===== config.mk =====
export PLATFORM = sky130hd
export DESIGN_NAME = fetch_unit
export DESIGN_NICKNAME = d
export VERILOG_FILES = /design/src/rtl/nes_cpu_pkg.sv /design/src/rtl/instr_len_decode.sv /design/src/rtl/fetch_unit.sv
export SDC_FILE = /design/constraint.sdc
export NUM_CORES = 1
export LEC_CHECK = 0
export CORE_MARGIN = 4
export CORE_UTILIZATION = 44
export CTS_CLUSTER_DIAMETER = 40
export DETAILED_ROUTE_END_ITERATION = 10
export PLACE_DENSITY = 0.8
export SLEW_MARGIN = 20
export SYNTH_ARGS = -nofsm -noshare
export SYNTH_HDL_FRONTEND = slang
export SYNTH_SLANG_ARGS = --single-unit
export TNS_END_PERCENT = 1

===== constraint.sdc =====
create_clock -name clk_i -period 2.5 [get_ports clk_i]
set_input_delay 0.75 -clock clk_i [delete_from_list [all_inputs] [get_ports clk_i]]
set_output_delay 0.75 -clock clk_i [all_outputs]
set_load 0.01 [all_outputs]

===== src/rtl/nes_cpu_pkg.sv =====
// Shared CPU definitions: address width, fetch FSM states and 6502-style
// instruction length decode.
package nes_cpu_pkg;

    localparam int unsigned MEM_ADDR_SIZE = 8;

    typedef enum logic [0:0] {
        StVec,
        StRun
    } fetch_state_e;

    typedef logic [1:0] len_t;

    // Length from opcode groups: cc = opcode[1:0], bbb = opcode[4:2].
    function automatic len_t len_decode(input logic [7:0] opcode);
        logic [1:0] cc;
        logic [2:0] bbb;
        len_t       len;
        cc  = opcode[1:0];
        bbb = opcode[4:2];
        len = 2'd1;
        case (cc)
            2'b01: begin
                if (bbb == 3'b011 || bbb == 3'b110 || bbb == 3'b111) begin
                    len = 2'd3;
                end else begin
                    len = 2'd2;
                end
            end
            2'b00, 2'b10: begin
                if (opcode == 8'h00 || opcode == 8'h40 || opcode == 8'h60) begin
                    len = 2'd1;
                end else if (opcode == 8'h20) begin
                    len = 2'd3;
                end else begin
                    case (bbb)
                        3'b000, 3'b001, 3'b101: len = 2'd2;
                        3'b011, 3'b111:         len = 2'd3;
                        3'b100:                 len = (cc == 2'b00) ? 2'd2 : 2'd1;
                        default:                len = 2'd1;
                    endcase
                end
            end
            default: len = 2'd1;
        endcase
        return len;
    endfunction

endpackage


===== src/rtl/instr_len_decode.sv =====
// Combinational opcode-to-length decoder.
module instr_len_decode
    import nes_cpu_pkg::*;
(
    input  logic [7:0] opcode_i,
    output len_t       len_o
);

    assign len_o = len_decode(opcode_i);

endmodule


===== src/rtl/fetch_unit.sv =====
// Instruction fetch: loads the reset vector, then streams variable-length
// instructions from a combinational 3-byte-read memory into a decode register.
module fetch_unit
    import nes_cpu_pkg::*;
#(
    parameter logic [MEM_ADDR_SIZE-1:0] VECTOR_ADDR = MEM_ADDR_SIZE'((2 ** MEM_ADDR_SIZE) - 4)
) (
    input  logic                     clk_i,
    input  logic                     rstn_i,
    output logic [MEM_ADDR_SIZE-1:0] mem_addr_o,
    input  logic [23:0]              mem_data_i,
    input  logic                     redirect_valid_i,
    input  logic [MEM_ADDR_SIZE-1:0] redirect_pc_i,
    output logic                     dec_valid_o,
    input  logic                     dec_ready_i,
    output logic [23:0]              dec_instr_o,
    output logic [1:0]               dec_len_o,
    output logic [MEM_ADDR_SIZE-1:0] dec_pc_o
);

    fetch_state_e             state_q, state_d;
    logic [MEM_ADDR_SIZE-1:0] pc_q, pc_d;
    logic                     valid_q, valid_d;
    logic [23:0]              instr_q, instr_d;
    len_t                     len_q, len_d;
    logic [MEM_ADDR_SIZE-1:0] dpc_q, dpc_d;
    len_t                     cur_len;
    logic                     out_free;

    instr_len_decode u_len_decode (
        .opcode_i (mem_data_i[7:0]),
        .len_o    (cur_len)
    );

    assign out_free   = !valid_q || dec_ready_i;
    assign mem_addr_o = (state_q == StVec) ? VECTOR_ADDR : pc_q;

    always_comb begin
        state_d = state_q;
        pc_d    = pc_q;
        valid_d = valid_q;
        instr_d = instr_q;
        len_d   = len_q;
        dpc_d   = dpc_q;
        // Redirect wins over vector load and capture; the held instruction is dropped.
        if (redirect_valid_i) begin
            state_d = StRun;
            pc_d    = redirect_pc_i;
            valid_d = 1'b0;
        end else begin
            case (state_q)
                StVec: begin
                    pc_d    = mem_data_i[MEM_ADDR_SIZE-1:0];
                    state_d = StRun;
                end
                StRun: begin
                    if (out_free) begin
                        instr_d = mem_data_i;
                        len_d   = cur_len;
                        dpc_d   = pc_q;
                        valid_d = 1'b1;
                        pc_d    = pc_q + MEM_ADDR_SIZE'(cur_len);
                    end
                end
                default: state_d = StVec;
            endcase
        end
    end

    always_ff @(posedge clk_i or negedge rstn_i) begin
        if (!rstn_i) begin
            state_q <= StVec;
            pc_q    <= '0;
            valid_q <= 1'b0;
            instr_q <= '0;
            len_q   <= 2'd1;
            dpc_q   <= '0;
        end else begin
            state_q <= state_d;
            pc_q    <= pc_d;
            valid_q <= valid_d;
            instr_q <= instr_d;
            len_q   <= len_d;
            dpc_q   <= dpc_d;
        end
    end

    assign dec_valid_o = valid_q;
    assign dec_instr_o = instr_q;
    assign dec_len_o   = len_q;
    assign dec_pc_o    = dpc_q;

endmodule

==> results of run 1 <==
how the worst min path moves through the flow:
stage                          startpoint         endpoint  slack, ps  cells after the start
after floorplan                    rstn_i   dec_instr_o[0]        450                      0
after global placement    dec_instr_o[12]  dec_instr_o[12]        470                      1
after detailed placement      dec_pc_o[4]      dec_pc_o[4]        470                      1
after CTS                          rstn_i     dec_len_o[1]        300                      1
after global routing               rstn_i  dec_instr_o[12]        300                      1
final                              rstn_i   dec_instr_o[4]        310                      1
critical path, cell delays in order:
cell	delay (ps)
dlygate4sd2_1	280
o21ai_0	140
nand4_1	160
ha_2	210
inv_2	40
fa_2	360
nand3b_1	210
or2_4	280
a21oi_2	120
a2bb2oi_1	160
power breakdown:
group	switching (mW)	internal [mW]	total [mW]
Combinational	0.254	0.406	0.661
Sequential	0.0792	0.838	0.917
Clock	0.225	0.190	0.415
Total	0.559	1.43	1.99
what timing repair did:
item	CTS	global route
buffers inserted	9	0
hold buffers	0	0
cloned	0	0
pin swaps	7	7
resized for setup	22	17
setup endpoints to repair	7	10
per-stage QoR:
step	util [%]	hold slack, ps
after floorplan	-	454.4
after CTS	68.16	302.9
after global routing	68.61	299.9
after detailed placement	64.69	474.0
after global placement	64.69	465.7
final	68.61	306.7
final cells by class:
type	instances	area, um2	area share (%)
flip-flops and latches	44	1104	34.28
multi-input cells	117	999.7	31.05
repair buffers	104	952.2	29.58
clock buffers	6	72.57	2.254
well taps	54	67.56	2.099
inverters	5	18.77	0.5830
clock inverters	1	5.005	0.1555
synthesized netlist by cell type (2+ instances only):
| master | number |
|---|---|
| a2bb2oi_1 | 4 |
| o31ai_1 | 2 |
| a211oi_1 | 2 |
| o21ai_0 | 6 |
| a21oi_1 | 13 |
| inv_1 | 4 |
| nor3b_1 | 5 |
| nand2b_1 | 6 |
| ha_1 | 2 |
| mux2_2 | 4 |
| buf_6 | 4 |
| nor2b_1 | 2 |
| nor2_1 | 5 |
| mux2_1 | 29 |
| nand4_1 | 3 |
| nand2_1 | 10 |
| dfrtp_1 | 43 |
| and2_1 | 2 |
logic make-up (layout without fill, tap and decap cells):
group           count (synthesis)  after routing  synth area share (%)
simple gates                   45             45                 13.48
flops                          44             44                 51.85
mux                            35             35                 18.66
compound gates                 32             32                 9.534
buf+inv                        12            116                 3.766
fa+ha+maj                       3              3                 2.119
other cells                     1              1                0.1764
xor+xnor                        1              1                0.4121
per-layer routing:
| metal | global-route usage [%] | vias to the layer above | routed length [um] |
|---|---|---|---|
| li1 | - | 821 | - |
| met1 | 24.32 | 829 | 2321 |
| met2 | 31.52 | 74 | 2605 |
| met3 | 4.988 | 8 | 323 |
| met4 | 5.694 | 0 | 67 |
| met5 | 0 | - | 0 |
sequential cells by signal, indices dropped and copies added (netlist names):
register     flops
state_q          1
dec_valid_o      1
dec_len_o        2
dec_instr_o     24
pc_q             8
dec_pc_o         8
==> summary.md, run 1 <==
| Metric | Value |
|---|---|
| Worst skew pair latency | 290 ps |
| Worst Path Arrival | 2710 ps |
| Critical Path End Type | flop |
| Run status | complete, but fails checks |
| DRT iter0 DRCs | 87 |
| Drt drc | 0 |
| Syn-to-layout area delta | 51.44% |
| Synth area leaders | dfrtp_1, mux2_1, a21oi_1 |
| Antenna cells | 0 |
| Wire per inst | 16.06 um |
| R2R Path End | pc_q[6] |
| Placed cell areas | 3035 um2 |
| Via density | 5.233 |
| Vias in the first global route | 1892 |
| Dpl hpwl | 3838 um |
| DP Cell Count | 315 |
| Synth Register Bits | 44 |
| Final setup fails | 1 |
| Register area share after synthesis | 51.85% |
| Worst setup path class | in2reg |
| Post-Synthesis Mean Instance Area | 12.29 um2 |
| Final WS setup | -1.175 ps |
| Fin cells | 331 |
| Worst hold-check path type | in2async |
| Peak VDD IR | 0.4168 mV |
| Layout net count | 316 |
| Clock slew at reported path FFs | 80 ps |
| Design Area, Final | 3219 um2 |
| Grt ovf | 0 |
| CP Capture Point | pc_q[6] |
| Chip Height | 77.51 um |
| R2r startpoint | pc_q[0] |
| Final wirelength | 5316 um |
| Post-synthesis async set-or-reset flop share | 100.0% |
| Final worst path period need | 2501 ps |
| Final RePlAce weighted congestion | 0.8660 |
| Syn. warnings | 0 |
| Max-cap violations | 0 |
| Share of layout cells above drive strength 1 | 23.10% |
| Main synth FF type | dfrtp_1 |
| Power Density | 619.0 nW/um2 |
| First-pass GRT wire length | 9087 um |
| Netlist cell types | 45 |
| Final hold viol count | 0 |
| Max clock buf depth | 2 |
| Fmax | 399.8 MHz |
| Sum of negative setup slack | -1.175 ps |
| CTS tree | yes |
| Fin crit share | 100.0% |
| Largest net degree at the start of global routing | 21 |
| Skew final | 4.671 ps |
| Post-route ant nets | 0 |
| Number of flops mapped to enable cells by yosys | 0 |
| Total CTS buffers | 5 |
| Cells after synthesis | 173 |
| Most common cell after layout, fill and taps aside | clkdlybuf4s50_1 |
| CTS Root Cell | clkbuf_8 |
| Total Power | 1.993 mW |
| Critical path required time | 2710 ps |
| Starting Density | 45.31% |
| Fillers | 356 |
| Core area | 4692 um2 |
| # rows | 25 |
| Total number of vias | 1732 |
| Fin. max-slew vios | 0 |
| All-Layer GR Usage | 18.98% |
| Full die area | 6007 um2 |
| Failing checks | setup timing |
| FF-to-FF path depth | 7 |
| Ports | 79 |
| Critical Path Source Type | input pin |
| Syn nets | 212 |
| Initial antenna violation count | 0 |
| Sink Count | 44 |
| Crit path from | mem_data_i[3] |
| Flop2flop setup slack | 640 ps |
| Leading area contributor after synthesis | dfrtp_1 |
| Die W | 77.51 um |
| Dpl ws | -738.0 ps |
| Drt pass-1 iters | 5 |
| Worst Path Max Fanout | 5 |
| PortBufs | 78 |
| P_leak | 1.374 nW |
| Top cell type's share of synthesized area | 50.62% |
| Mapped Area | 2126 um2 |
| CTS H-Tree Depth | 2 |
| Highest-count cells in the layout ignoring fill and taps | clkdlybuf4s50_1, dfrtp_1, mux2_1 |
| RSZ-0062 raised after global routing | true |
Note: power is estimated with default switching activity, not from simulation.
==> run 2, diff against run 1 <==
--- a/config.mk
+++ b/config.mk
@@ -5,7 +5,6 @@
 export SDC_FILE = /design/constraint.sdc
 export NUM_CORES = 1
 export LEC_CHECK = 0
-export CORE_MARGIN = 4
 export CORE_UTILIZATION = 44
 export CTS_CLUSTER_DIAMETER = 40
 export DETAILED_ROUTE_END_ITERATION = 10
==> summary.md, run 2 (synthesized netlist as in run 1, its figures left out) <==
| Metric | Value |
|---|---|
| Run status | complete, no violations |
| Syn-to-layout area delta | 47.73% |
| Fin util | 69.72% |
| Fin. max-slew vios | 0 |
| Multi-input logic area | 970.9 um2 |
| Final setup fails | 0 |
| Worst Path Max Fanout | 3 |
| Sum of negative setup slack | 0 ps |
| Highest-count cells in the layout ignoring fill and taps | clkdlybuf4s50_1, dfrtp_1, mux2_1 |
| Fillers | 347 |
| Power Density | 638.6 nW/um2 |
| Die W | 71.51 um |
| Full die area | 5113 um2 |
| Final worst path period need | 2389 ps |
| Layout net count | 305 |
| Largest net degree at the start of global routing | 45 |
| Fmax | 418.5 MHz |
| Grt ovf | 0 |
| Critical path required time | 2720 ps |
| Initial antenna violation count | 0 |
| Dpl hpwl | 3420 um |
| Share of layout cells above drive strength 1 | 17.60% |
| Slowest stage cell on the critical path | fa_2 |
| Max-cap violations | 0 |
| Worst path top cell family by delay | simple AND/OR/NAND/NOR gates |
| Drt pass-1 iters | 4 |
| CTS tree | yes |
| Final hold viol count | 0 |
| Worst Path Arrival | 2610 ps |
| Fin crit share | 95.58% |
| Peak VDD IR | 0.3380 mV |
| Wire per inst | 15.01 um |
| Drt drc | 0 |
| CTS Root Cell | clkbuf_8 |
| Post-route ant nets | 0 |
| All-Layer GR Usage | 20.81% |
| Skew final | 7.792 ps |
| P_leak | 1.328 nW |
| CTS H-Tree Depth | 2 |
| First-pass GRT wire length | 8148 um |
| FF-to-FF path depth | 7 |
| Flop2flop setup slack | 680 ps |
| Max reg flops | 24 |
| Crit path from | mem_data_i[7] |
| Most common cell after layout, fill and taps aside | clkdlybuf4s50_1 |
| Max clock buf depth | 2 |
| Vias in the first global route | 1741 |
| Worst hold endpoint | dec_pc_o[3] |
| Via density | 5.257 |
| Worst setup path class | in2reg |
| Antenna cells | 0 |
| Total CTS buffers | 5 |
| PortBufs | 78 |
| # rows | 24 |
| Chip Height | 71.51 um |
| R2R Path End | pc_q[6] |
| RSZ-0062 raised after global routing | false |
| CP Buf/Inv Count | 2 |
| Core area | 4504 um2 |
| Final RePlAce weighted congestion | 0.7921 |
| Starting Density | 47.19% |
| FF+latch area | 1102 um2 |
| Slew margin rel. | 63.71% |
| Worst skew pair latency | 290 ps |
| Measured slew at the worst slew-check pin | 544.3 ps |
| Total number of vias | 1677 |
| Crit-path cells | clkdlybuf4s15_1 -> nor3_2 -> nand2_1 -> nand4_1 -> ha_2 -> inv_1 -> fa_2 -> nand3b_1 -> or2_4 -> a21oi_2 -> a2bb2oi_1 |
| Worst hold-check path type | reg2reg |
| Clock slew at reported path FFs | 80 ps |
| DRT iter0 DRCs | 129 |
| Sink Count | 44 |
| Worst stage delay on the critical path | 360 ps |
| Worst min-delay path startpoint | dec_pc_o[3] |
| Critical Path End Type | flop |
| R2r startpoint | pc_q[0] |
| Critical Path Source Type | input pin |
| Ports | 79 |
| Hold Crit Depth | 1 |
| Final wirelength | 4787 um |
[run 2: layout make-up]
class	count	area share (%)
Clock buffer	8	2.869
Multi-Input combinational cell	117	30.92
Tap cell	52	2.072
Timing Repair Buffer	93	28.45
Sequential cell	44	35.10
Inverter	5	0.5976
[run 2: what timing repair did]
item                                    CTS  global route
resized for setup                        17            10
hold buffers                              0             0
buffers inserted                          2             0
pin swaps                                 5             6
endpoints found under the setup margin    7             6
[run 2: power by group]
group          switching [mW]  internal, mW
combinational           0.244         0.391
clock                   0.228         0.226
sequential             0.0790         0.837
total                   0.551          1.45
[run 2: worst max path at each step]
| stage | depth (start not counted) | to |
|---|---|---|
| after floorplan | 10 | pc_q[6] |
| after global placement | 11 | pc_q[6] |
| after detailed placement | 11 | pc_q[6] |
| after CTS | 11 | pc_q[6] |
| after global routing | 11 | pc_q[6] |
| final | 11 | pc_q[6] |
[run 2: routing by layer]
layer  global-route usage (%)  vias up  part of all wire, %  wire length, um
met4                    6.100        0                 0.75               36
met3                    6.751        4                  6.4              304
li1                         -      800                    -                -
met1                    27.02      820                   45             2167
met2                    33.54       53                   48             2278
met5                        0        -                    0                0
[run 2: stage by stage]
| step | cells | hold WS (ps) | setup slack (ps) | total power [mW] | cell area [um2] |
|---|---|---|---|---|---|
| 5_1_grt | 319 | 500.4 | 21.24 | 2.121 | 3141 |
| 6_report | 319 | 486.1 | 110.6 | 2.006 | 3141 |
| 4_1_cts | 319 | 493.3 | 9.610 | 2.025 | 3147 |
| 2_1_floorplan | 173 | 454.4 | 12.85 | 1.179 | 2126 |
| 3_3_place_gp | 309 | 465.6 | -590.2 | 1.543 | 3028 |
| 3_5_place_dp | 309 | 473.8 | -671.4 | 1.557 | 3028 |
